File: src/rtl/ysyx_210247_wb_stage_pkg.sv
// Shared definitions for the write-back stage:
//   - data width, MEM->WB bus width and field offsets
//   - packed view of the bus (field order matches the bit layout, MSB first)
//   - exc_op bit indices, trap CSR addresses, FSM state encoding
package ysyx_210247_wb_stage_pkg;

   localparam int unsigned XLEN  = 64;
   localparam int unsigned BUS_W = 403;

   // Low bit of each field in mem_to_wb_bus
   localparam int unsigned OffWdata    = 0;
   localparam int unsigned OffWdest    = 64;
   localparam int unsigned OffWen      = 69;
   localparam int unsigned OffInst     = 70;
   localparam int unsigned OffPc       = 102;
   localparam int unsigned OffCsrWdata = 166;
   localparam int unsigned OffCsrWaddr = 230;
   localparam int unsigned OffCsrWen   = 242;
   localparam int unsigned OffExcOp    = 243;
   localparam int unsigned OffExcAddr  = 275;
   localparam int unsigned OffExcType  = 339;

   localparam int unsigned ExcOpEcall = 0;
   localparam int unsigned ExcOpMret  = 1;

   localparam logic [11:0] CSR_MEPC   = 12'h341;
   localparam logic [11:0] CSR_MCAUSE = 12'h342;

   typedef struct packed {
      logic [XLEN-1:0] exc_type;
      logic [XLEN-1:0] exc_addr;
      logic [31:0]     exc_op;
      logic            csr_wen;
      logic [11:0]     csr_waddr;
      logic [XLEN-1:0] csr_wdata;
      logic [XLEN-1:0] pc;
      logic [31:0]     inst;
      logic            wen;
      logic [4:0]      wdest;
      logic [XLEN-1:0] wdata;
   } wb_bus_t;

   typedef enum logic [2:0] {
      StIdle   = 3'd0,
      StTEpc   = 3'd1,
      StTCause = 3'd2,
      StTJump  = 3'd3,
      StMret   = 3'd4
   } wb_state_e;

endpackage

File: src/rtl/ysyx_210247_wb_stage.sv
// Write-back stage. Consumes the MEM->WB valid/allow handshake, holds one
// instruction and retires it (GPR write, CSR write, commit pulse). Traps walk
// through mepc save, mcause save and a redirect to mtvec; mret redirects to mepc.
// Ports:
//   clock, reset           clock and synchronous active-high reset
//   mem_valid_out/wb_allow_in/mem_to_wb_bus   MEM->WB handshake and payload
//   rf_*                   GPR write port
//   csr_*_o                single CSR write port
//   mtvec_i, mepc_i        current trap vector and exception pc
//   flush_o, redirect_pc_o one-cycle pipeline kill and new fetch pc
//   WB_wdest, WB_result    hazard/forwarding view of the held instruction
//   commit_*               one pulse per retired instruction
module ysyx_210247_wb_stage
   import ysyx_210247_wb_stage_pkg::*;
(
   input  logic             clock,
   input  logic             reset,
   input  logic             mem_valid_out,
   output logic             wb_allow_in,
   input  logic [BUS_W-1:0] mem_to_wb_bus,
   output logic             rf_wen,
   output logic [4:0]       rf_waddr,
   output logic [XLEN-1:0]  rf_wdata,
   output logic             csr_wen_o,
   output logic [11:0]      csr_waddr_o,
   output logic [XLEN-1:0]  csr_wdata_o,
   input  logic [XLEN-1:0]  mtvec_i,
   input  logic [XLEN-1:0]  mepc_i,
   output logic             flush_o,
   output logic [XLEN-1:0]  redirect_pc_o,
   output logic [4:0]       WB_wdest,
   output logic [XLEN-1:0]  WB_result,
   output logic             commit_valid,
   output logic [XLEN-1:0]  commit_pc,
   output logic [31:0]      commit_inst
);

   wb_bus_t   bus_q;
   logic      wb_valid_q;
   wb_state_e state_q;

   logic trap, mret, wb_ready_go, accept, redirect;

   // exc_addr and the upper exc_op bits are carried but not consumed here
   logic unused_bits;
   assign unused_bits = ^{bus_q.exc_addr, bus_q.exc_op[31:2], bus_q.exc_op[ExcOpEcall]};

   assign mret        = bus_q.exc_op[ExcOpMret];
   assign trap        = (bus_q.exc_type != '0) && !mret;
   assign wb_ready_go = wb_valid_q && (state_q == StIdle) && !trap && !mret;
   assign wb_allow_in = (state_q == StIdle) && (!wb_valid_q || wb_ready_go);
   assign accept      = mem_valid_out && wb_allow_in;
   assign redirect    = (state_q == StTJump) || (state_q == StMret);

   always_ff @(posedge clock) begin
      if (reset) begin
         bus_q      <= '0;
         wb_valid_q <= 1'b0;
         state_q    <= StIdle;
      end else begin
         if (accept) begin
            bus_q      <= wb_bus_t'(mem_to_wb_bus);
            wb_valid_q <= 1'b1;
         end else if (wb_ready_go || redirect) begin
            wb_valid_q <= 1'b0;
         end

         unique case (state_q)
            StIdle: begin
               if (wb_valid_q && trap)      state_q <= StTEpc;
               else if (wb_valid_q && mret) state_q <= StMret;
            end
            StTEpc:   state_q <= StTCause;
            StTCause: state_q <= StTJump;
            StTJump:  state_q <= StIdle;
            StMret:   state_q <= StIdle;
            default:  state_q <= StIdle;
         endcase
      end
   end

   assign rf_wen   = wb_ready_go && bus_q.wen && (bus_q.wdest != 5'd0);
   assign rf_waddr = bus_q.wdest;
   assign rf_wdata = bus_q.wdata;

   // The trapping instruction's own CSR write is dropped; the port carries the
   // mepc/mcause saves instead.
   always_comb begin
      csr_wen_o   = 1'b0;
      csr_waddr_o = bus_q.csr_waddr;
      csr_wdata_o = bus_q.csr_wdata;
      unique case (state_q)
         StTEpc: begin
            csr_wen_o   = 1'b1;
            csr_waddr_o = CSR_MEPC;
            csr_wdata_o = bus_q.pc;
         end
         StTCause: begin
            csr_wen_o   = 1'b1;
            csr_waddr_o = CSR_MCAUSE;
            csr_wdata_o = bus_q.exc_type;
         end
         default: csr_wen_o = wb_ready_go && bus_q.csr_wen;
      endcase
   end

   always_comb begin
      flush_o       = 1'b0;
      redirect_pc_o = '0;
      if (state_q == StTJump) begin
         flush_o       = 1'b1;
         redirect_pc_o = mtvec_i;
      end else if (state_q == StMret) begin
         flush_o       = 1'b1;
         redirect_pc_o = mepc_i;
      end
   end

   assign WB_wdest     = bus_q.wdest & {5{wb_valid_q}};
   assign WB_result    = bus_q.wdata;
   assign commit_valid = wb_ready_go || redirect;
   assign commit_pc    = bus_q.pc;
   assign commit_inst  = bus_q.inst;

endmodule
File: config.mk
export PLATFORM = sky130hd
export DESIGN_NAME = ysyx_210247_wb_stage
export DESIGN_NICKNAME = d
export VERILOG_FILES = /design/src/rtl/ysyx_210247_wb_stage_pkg.sv /design/src/rtl/ysyx_210247_wb_stage.sv
export SDC_FILE = /design/constraint.sdc
export NUM_CORES = 1
export LEC_CHECK = 0
export BUFFER_PORTS_ARGS = -buffer_cell sky130_fd_sc_hd__buf_2
export CAP_MARGIN = 25
export CORE_AREA = 3 3 355 357
export DETAILED_ROUTE_END_ITERATION = 10
export DIE_AREA = 0 0 358 360
export PLACE_DENSITY_LB_ADDON = 0.2
export SLEW_MARGIN = 20
export SYNTH_ARGS = -nofsm -noshare
export SYNTH_HDL_FRONTEND = slang
export SYNTH_SLANG_ARGS = --single-unit
File: constraint.sdc
create_clock -name clock -period 2.9 [get_ports clock]
set_clock_uncertainty 0.2 [all_clocks]
set_input_delay 0.435 -clock clock [delete_from_list [all_inputs] [get_ports clock]]
set_output_delay 0.435 -clock clock [all_outputs]
set_load 0.01 [all_outputs]
==> results.py, run 1 <==
metrics = {
    "status": {
        "status": "finished, violations left",
        "violations": "setup timing",
    },
    "yosys": {
        "synthCells": 1938,
        "syn-num-nets": 2472,
        "synth_area_um2": 16000,
        "synthTopCellsByArea": "dfxtp_1 (39%), mux2i_1 (19%), nand2_1 (18%)",
        "synth_top_area_share_pct": 39.1,
        "ys_seq_area_share_pct": 39.1,
        "synth-seq-cells": 312,
        "yosysWarnings": 0,
        "synth_top_cell_by_area": "dfxtp_1",
        "synth_cell_type_count": 29,
        "syn_area_per_cell_um2": 8.25,
    },
    "cts": {
        "cts.path.max_buffers": 3,
        "worst_skew_pair.late_latency_ps": 590,
        "cts_buffers": 43,
        "tritoncts": "built",
        "clkSinkCount": 312,
        "cts.clk_slew.worst_paths_ps": 60,
        "cts-htree-levels": 2,
        "root_buffer": "clkbuf_16",
    },
    "global_routing": {
        "grt-ovfl-total": 0,
        "grt_pass1_wl_mm": 115,
        "antenna_found_initial": 22,
        "grt_max_degree": 103,
        "grt.total_usage_pct": 12.0,
        "grt_pass1_vias": 16500,
    },
    "drt": {
        "vias_per_cell": 3.56,
        "drc": 0,
        "final_antenna_net_count": 0,
        "drt_iter0_drc": 724,
        "wl_mm": 81.8,
        "drt_first_pass_iters": 5,
        "detail_route.wl_per_cell_um": 17.9,
        "vias": 16300,
    },
    "critical_path": {
        "worstSetupEndpointType": "output pin",
        "crit_path_end": "csr_wen_o",
        "ff2ff_path_depth": 11,
        "cp_max_fo": 5,
        "worstPathArrival_ps": 2590,
        "crit_type": "flip-flop to output pin",
        "start_kind": "flip-flop",
        "r2r_start": "bus_q[390]",
        "worstReg2RegEnd": "bus_q[176]",
        "r2r_setup_slack_ps": -140,
        "required_ps": 2270,
        "setup.worst_path.start": "bus_q[381]",
    },
    "timing": {
        "fmax_mhz": 310,
        "fin_setup_tns_ps": -22220,
        "worst_slew_pin_slew_ps": 630,
        "setup_violations": 278,
        "layout_setup_ws_ps": -328,
        "rsz0062_at_grt": "yes",
        "fin_crit_sh_pct": 111,
        "hold_violations": 0,
        "slew_viol_final": 0,
        "slew_headroom_pct": 58.0,
        "fin_crit_ps": 3230,
    },
    "placement": {
        "gp_congestion": 0.770,
        "io_buffers": 817,
        "placed_cells": 4148,
        "dp_hpwl_mm": 63.3,
    },
    "floorplanning": {
        "io_pins": 913,
        "core_um2": 123000,
        "fp-row-count": 129,
        "die_h_um": 360,
        "die_x_um": 358,
        "initial_core_util_pct": 13.0,
        "dieArea_um2": 129000,
    },
    "power": {
        "ir_drop_uv": 496,
        "power_density_nw_per_um2": 845,
        "leakagePower_nw": 12.5,
    },
    "min_path": {
        "hold_path.class": "flip-flop to flip-flop",
    },
    "layout": {
        "fill_cells": 13900,
        "area_growth_pct": 65.8,
        "fin_cells": 4572,
        "nets": 3429,
        "layout-drive-gt1-share_pct": 36.8,
    },
    "job": {
        "drv_cap": 0,
    },
}
## layout by cell type, fill, tap and decap left out, types with 2 or more instances in the layout
cell type and instances:
a22o_1 64, a22oi_1 61, a22oi_2 3, and2_1 12
buf_12 28, buf_16 11, buf_2 809, buf_4 98
buf_6 21, bufbuf_16 3, bufinv_16 3, clkbuf_1 10
clkbuf_16 46, clkbuf_8 5, clkinv_2 8, clkinvlp_4 3
dfxtp_1 304, dfxtp_2 6, dfxtp_4 2, diode_2 9
dlygate4sd3_1 309, inv_1 4, inv_6 2, mux2i_1 308
nand2_1 745, nand4_1 5, nor2_1 2, nor3_1 5
nor3b_2 2, nor4_1 3, nor4_2 8, nor4_4 7
o21ai_0 3, o21ai_4 2, or3_1 4, or4_1 4
## power breakdown
part | total, mW | internal, mW | switching (mW) | leakage, nW
logic | 10.8 | 5.13 | 5.68 | 9.30
registers | 6.22 | 5.36 | 0.860 | 2.56
clock network | 5.36 | 3.18 | 2.18 | 0.680
## layout make-up
| type | count | area, um2 | share of cell area [%] |
|---|---|---|---|
| clock buffer | 59 | 1210 | 4.56 |
| tap | 1637 | 2050 | 7.73 |
| timing repair buffer | 1282 | 9140 | 34.5 |
| multi-input combinational | 1251 | 7600 | 28.7 |
| clock inverter | 17 | 186 | 0.704 |
| antenna | 9 | 22.5 | 0.0850 |
| inverter | 5 | 26.3 | 0.0992 |
| sequential | 312 | 6260 | 23.6 |
## cells in the mapped netlist (all sizes together)
cell type    n
nand2      746
dfxtp      312
mux2i      308
buf        265
clkbuf     105
a22o        64
a22oi       64
nor4        18
and2        12
inv          5
nand4        5
nor3         5
o21ai        5
or4          5
nor2         4
or3          4
nor3b        3
a21o         1
a32o         1
and3b        1
nand3        1
o2111a       1
o22ai        1
or3b         1
xnor2        1
## worst min path at each step
stage	from	endpoint	slack [ps]	cells past startpoint
after floorplan	bus_q[232]	bus_q[232]	230	2
after global placement	bus_q[239]	bus_q[239]	240	2
after detailed placement	bus_q[237]	bus_q[237]	240	2
after CTS	commit_inst[0]	commit_inst[0]	250	2
after global routing	bus_q[185]	bus_q[185]	260	2
final	commit_inst[0]	commit_inst[0]	250	2
## state kept, by name, summed over array words and instances (netlist names)
name         flops
bus_q          143
WB_result       64
commit_pc       64
commit_inst     32
rf_waddr         5
state_q          3
wb_valid_q       1
## stage by stage
step | utilization (%) | total power [mW] | setup slack [ps] | cell area [um2] | hold slack, ps
floorplan | - | 11.6 | 498 | 16000 | 230
global placement | 17.1 | 15.7 | -561 | 21100 | 240
detailed placement | 17.1 | 15.7 | -588 | 21100 | 243
CTS | 21.2 | 22.5 | -490 | 26100 | 254
global route | 21.5 | 23.8 | -465 | 26500 | 264
finish | 21.5 | 22.4 | -328 | 26500 | 251
## critical path, stage by stage, from the launching register on
cell	delay (ps)
dfxtp_4	360
nor4_4	290
buf_6	180
nand4_1	100
buf_6	170
nor4_2	260
nand4_1	160
buf_6	200
o21ai_4	150
buf_6	120
## cells by family (layout without fill, tap and decap cells)
family	Yosys count	count (layout)	synth area share, %
AND/OR/NAND/NOR	805	805	19.8
buffers and inverters	375	1363	14.9
flip-flops	312	312	39.1
multiplexers	308	308	19.3
AO/OA/AOI/OAI	137	137	6.89
XOR/XNOR	1	1	0.0548
other	0	9	0
## metal layers
metal	GRT usage (%)	wire length, um	share of wire, %	up-vias
met4	3.00	1750	2.1	4
li1	-	-	-	8130
met5	0	21	0.026	-
met3	3.13	5340	6.5	72
met2	19.5	37500	46	496
met1	15.7	37200	45	7581
## timing repair
item	in CTS	in global routing
setup endpoints to repair	387	370
setup buffers	5	17
pin swaps	11	9
hold endpoints to repair	309	0
gates cloned	6	2
hold buffers	309	0
resized for setup	68	27
(Power assumes the default switching activity.)
==> run 2, diff against run 1 <==
Settings changed: CTS_BUF_LIST set to sky130_fd_sc_hd__clkbuf_16, SLEW_MARGIN 20 to not set.
==> run 2 against run 1 <==
Net effect: the flow still finishes with violations (setup timing); sequential share of layout area about the same; first-iteration DRC count is 5.0% lower; global-route usage hardly changed; final cell count unchanged; final area shrank 0.16%.
==> results.py, run 2 (same netlist as run 1, synthesis figures left out) <==
metrics = {
    "status": {
        "status": "finished, violations left",
        "violations": "setup timing",
    },
    "power": {
        "p_total_mw": 22.2,
        "leakagePower_nw": 12.6,
        "power_density_nw_per_um2": 839,
        "ir_drop_uv": 496,
    },
    "drt": {
        "vias": 16300,
        "vias_per_cell": 3.56,
        "drt_iter0_drc": 688,
        "wl_mm": 81.7,
        "detail_route.wl_per_cell_um": 17.9,
        "final_antenna_net_count": 0,
        "drt_first_pass_iters": 5,
        "drc": 0,
    },
    "floorplanning": {
        "io_pins": 913,
        "die_h_um": 360,
        "dieArea_um2": 129000,
        "fp-row-count": 129,
        "die_x_um": 358,
        "core_um2": 123000,
        "initial_core_util_pct": 13.0,
    },
    "cts": {
        "root_buffer": "clkbuf_16",
        "tritoncts": "built",
        "cts.path.max_buffers": 3,
        "worst_skew_pair.late_latency_ps": 590,
        "cts_buffers": 43,
        "clkSinkCount": 312,
        "cts.clk_slew.worst_paths_ps": 60,
        "cts-htree-levels": 2,
    },
    "layout": {
        "layout-drive-gt1-share_pct": 36.7,
        "final_cell_mix": "buf_2 (809), nand2_1 (744), dlygate4sd3_1 (309), mux2i_1 (308), dfxtp_1 (303)",
        "fin_cells": 4572,
        "mostFrequentLayoutCell": "buf_2",
        "top_register": "bus_q",
        "largest_reg_flops": 143,
        "postLayoutCellArea_um2": 26500,
        "nets": 3428,
        "area_growth_pct": 65.5,
    },
    "critical_path": {
        "setup.worst_path.start": "bus_q[381]",
        "cp_common_cell": "buf_6",
        "cp_max_fo": 5,
        "ff2ff_path_depth": 11,
        "crit_slowest_cell": "dfxtp_4",
        "start_kind": "flip-flop",
        "r2r_start": "bus_q[390]",
        "worstReg2RegEnd": "bus_q[176]",
        "r2r_setup_slack_ps": -140,
        "worstPathArrival_ps": 2590,
        "crit_type": "flip-flop to output pin",
        "crit_path_end": "csr_wen_o",
        "slowest_delay_ps": 360,
        "required_ps": 2270,
        "worstSetupEndpointType": "output pin",
        "path_cells": "nor4_4, buf_6, nand4_1, buf_6, nor4_2, nand4_1, buf_6, o21ai_4, buf_6",
    },
    "timing": {
        "fmax_mhz": 310,
        "slew_viol_final": 0,
        "layout_setup_ws_ps": -324,
        "setup_violations": 272,
        "worst_slew_pin_slew_ps": 618,
        "hold_violations": 0,
        "fin_setup_tns_ps": -21460,
        "fin_crit_sh_pct": 111,
        "fin_crit_ps": 3220,
        "slew_headroom_pct": 58.7,
        "rsz0062_at_grt": "yes",
    },
    "min_path": {
        "hold_path.class": "flip-flop to flip-flop",
    },
    "job": {
        "drv_cap": 0,
    },
    "global_routing": {
        "antenna_found_initial": 22,
        "grt_pass1_wl_mm": 115,
        "grt-ovfl-total": 0,
        "grt.total_usage_pct": 12.0,
        "grt_pass1_vias": 16500,
        "grt_max_degree": 103,
    },
    "placement": {
        "placed_area_um2": 21100,
        "placed_cells": 4148,
        "io_buffers": 817,
        "dp_hpwl_mm": 63.3,
        "gp_congestion": 0.770,
    },
}
## run 2: area by class of cell
cell class | count | area (um2)
clock inverters | 32 | 243
clock buffers | 44 | 1100
well taps | 1637 | 2050
inverters | 5 | 26.3
flip-flops and latches | 312 | 6260
multi-input cells | 1251 | 7610
fillers | 13900 | 96900
repair buffers | 1281 | 9140
diodes | 10 | 25.0
## run 2: worst min-delay path by stage
| stage | startpoint | endpoint | slack [ps] | depth (start not counted) |
|---|---|---|---|---|
| final | commit_inst[0] | commit_inst[0] | 250 | 2 |
| after global routing | bus_q[185] | bus_q[185] | 260 | 2 |
| after CTS | commit_inst[0] | commit_inst[0] | 250 | 2 |
| after detailed placement | bus_q[237] | bus_q[237] | 240 | 2 |
| after global placement | bus_q[239] | bus_q[239] | 240 | 2 |
| after floorplan | bus_q[232] | bus_q[232] | 230 | 2 |
## run 2: routing by layer
layer	wire length (um)	vias up	GRT usage (%)	part of all wire (%)
met4	1780	4	3.00	2.2
met2	37500	497	19.5	46
li1	-	8123	-	-
met5	21	-	0	0.026
met3	5290	77	3.13	6.5
met1	37200	7563	15.7	46
## run 2: worst max-delay path: cells and delay by family, from the launching register on
family                 cells  cell delay, ps
flip-flops                 1             360
buffers and inverters      4             670
AND/OR/NAND/NOR            4             810
AO/OA/AOI/OAI              1             150
## run 2: repair_timing
item | CTS | global route
setup buffers | 5 | 16
hold buffers | 309 | 0
gates cloned | 6 | 2
hold endpoints to repair | 309 | 0
pin swaps | 11 | 10
setup endpoints to repair | 387 | 373
resized for setup | 63 | 36
## run 2: report_power, final
group          internal, mW  switching, mW
clock network          3.01           2.18
logic                  5.13           5.66
registers              5.36          0.858
total                  13.5           8.70
## run 2: per-stage QoR
| stage | utilization, % | hold slack, ps | worst slack (ps) |
|---|---|---|---|
| floorplan | - | 230 | 498 |
| global placement | 17.1 | 240 | -561 |
| detailed placement | 17.1 | 243 | -588 |
| CTS | 21.1 | 254 | -490 |
| global route | 21.4 | 264 | -465 |
| finish | 21.5 | 251 | -324 |
==> run 3, diff against run 2 <==
Settings changed: CORE_AREA 3 3 355 357 to 3 3 351 353, DIE_AREA 0 0 358 360 to 0 0 354 356.
Clock period 2.9 ns to 2.7 ns, I/O delays scaled along.
==> run 3 against run 2 <==
Net effect: the run still ends with setup timing left; final cell count grew 2.1%; register-to-register slack lost 240 ps; global-route usage grew 1.1 points; die area shrank 2.2%; via count grew 5.9%; clock power grew 7.1%; combinational power grew 57%; critical path type unchanged; critical endpoint unchanged; highest routed layer unchanged.
==> results.py, run 3 (same netlist as run 1, synthesis figures left out) <==
metrics = {
    "layout": {
        "area_growth_pct": 87.7,
        "largest_reg_flops": 143,
        "layout-drive-gt1-share_pct": 44.1,
        "fin_util_pct": 25.0,
        "final_cell_mix": "buf_2 (723), nand2_1 (619), dlygate4sd3_1 (309), dfxtp_1 (304), mux2i_1 (304)",
        "top_register": "bus_q",
        "fill_cells": 13200,
        "nets": 3550,
        "fin_cells": 4670,
        "mostFrequentLayoutCell": "buf_2",
    },
    "drt": {
        "wl_mm": 96.5,
        "highest_layer": "met5",
        "met2_length_mm": 43.8,
        "wl_met1_mm": 44.7,
        "route.met3.wl_mm": 6.13,
        "vias": 17200,
        "detail_route.wl_per_cell_um": 20.7,
        "drt_first_pass_iters": 5,
        "final_antenna_net_count": 0,
        "drt_iter0_drc": 778,
        "vias_per_cell": 3.69,
        "drc": 0,
    },
    "power": {
        "leakagePower_nw": 14.0,
        "ir_drop_uv": 415,
        "power_density_nw_per_um2": 977,
    },
    "cts": {
        "clkSinkCount": 312,
        "worst_skew_pair.late_latency_ps": 590,
        "tritoncts": "built",
        "cts.clk_slew.worst_paths_ps": 60,
        "cts_buffers": 44,
        "cts-htree-levels": 2,
        "root_buffer": "clkbuf_16",
        "cts.path.max_buffers": 3,
    },
    "timing": {
        "setup_violations": 388,
        "worst_slew_pin_slew_ps": 485,
        "layout_setup_ws_ps": -610,
        "fin_crit_sh_pct": 123,
        "fin_crit_ps": 3310,
        "hold_violations": 0,
        "slew_headroom_pct": 67.4,
        "slew_viol_final": 0,
        "fmax_mhz": 302,
        "rsz0062_at_grt": "yes",
    },
    "critical_path": {
        "worstPathArrival_ps": 2710,
        "crit_type": "flip-flop to output pin",
        "start_kind": "flip-flop",
        "worstSetupEndpointType": "output pin",
        "required_ps": 2100,
        "cp_max_fo": 4,
    },
    "global_routing": {
        "grt-ovfl-total": 0,
        "grt_max_degree": 66,
        "antenna_found_initial": 25,
        "grt_pass1_vias": 16600,
        "grt_pass1_wl_mm": 121,
        "grt.total_usage_pct": 13.1,
    },
    "floorplanning": {
        "io_pins": 913,
        "core_um2": 120000,
        "fp-row-count": 127,
        "die_x_um": 354,
        "initial_core_util_pct": 13.3,
        "dieArea_um2": 126000,
        "die_h_um": 356,
    },
    "placement": {
        "io_buffers": 817,
        "gp_congestion": 0.767,
        "dp_hpwl_mm": 66.9,
        "placed_cells": 4151,
        "place_ws_ps": -821,
    },
    "status": {
        "status": "finished, violations left",
        "violations": "setup timing",
    },
    "job": {
        "drv_cap": 0,
    },
    "min_path": {
        "hold_path.class": "flip-flop to flip-flop",
    },
}
run 3: path summary, 6_finish.rpt:
| path | slack (ps) | end | from | cells after the start |
|---|---|---|---|---|
| setup reg to reg | -380 | commit_pc[24] | bus_q[385] | 12 |
| hold reg to reg | 250 | bus_q[238] | bus_q[238] | 2 |
| hold / removal | 250 | bus_q[238] | bus_q[238] | 2 |
| setup / recovery | -610 | csr_wen_o | bus_q[385] | 8 |
run 3: worst max-delay path, stage by stage, from the launching register on:
cell,delay (ps)
dfxtp_4,380
nor4_4,330
buf_4,180
nand4_1,200
nor4_2,320
nand4_1,240
buf_6,230
o21ai_2,100
buf_4,140
run 3: power breakdown:
group | total, mW | switching, mW | internal (mW)
registers | 6.78 | 1.02 | 5.76
clock network | 5.56 | 2.37 | 3.19
logic | 17.0 | 8.16 | 8.80
total | 29.3 | 11.6 | 17.7
run 3: through the flow:
step	cell area (um2)	hold WS, ps	TNS, ps	total power [mW]
after floorplan	16000	230	0	12.5
after global placement	21400	242	-216590	16.9
after detailed placement	21400	247	-229130	16.9
after CTS	26900	254	-97540	25.3
after global routing	30000	270	-126720	30.9
final	30000	251	-84100	29.3
run 3: layout make-up:
| type | instances | area (um2) | share of cell area [%] |
|---|---|---|---|
| timing repair buffer | 1401 | 11900 | 39.7 |
| inverter | 5 | 26.3 | 0.0876 |
| clock inverter | 30 | 194 | 0.647 |
| tap | 1612 | 2020 | 6.72 |
| clock buffer | 45 | 1130 | 3.75 |
| multi-input combinational | 1252 | 8420 | 28.1 |
| antenna | 13 | 32.5 | 0.108 |
| sequential | 312 | 6260 | 20.9 |
run 3: timing repair:
action,4_1_cts,5_1_grt
pin swaps,8,126
gates cloned,20,46
setup buffers,14,57
hold endpoints to repair,309,0
gates resized for setup,84,461
hold buffers,309,0
endpoints found under the setup margin,435,454
run 3: routing by layer:
metal | global-route usage, % | vias to the layer above
met1 | 17.5 | 8157
li1 | - | 8397
met3 | 3.37 | 92
met5 | 0 | -
met4 | 2.65 | 8
met2 | 21.1 | 574
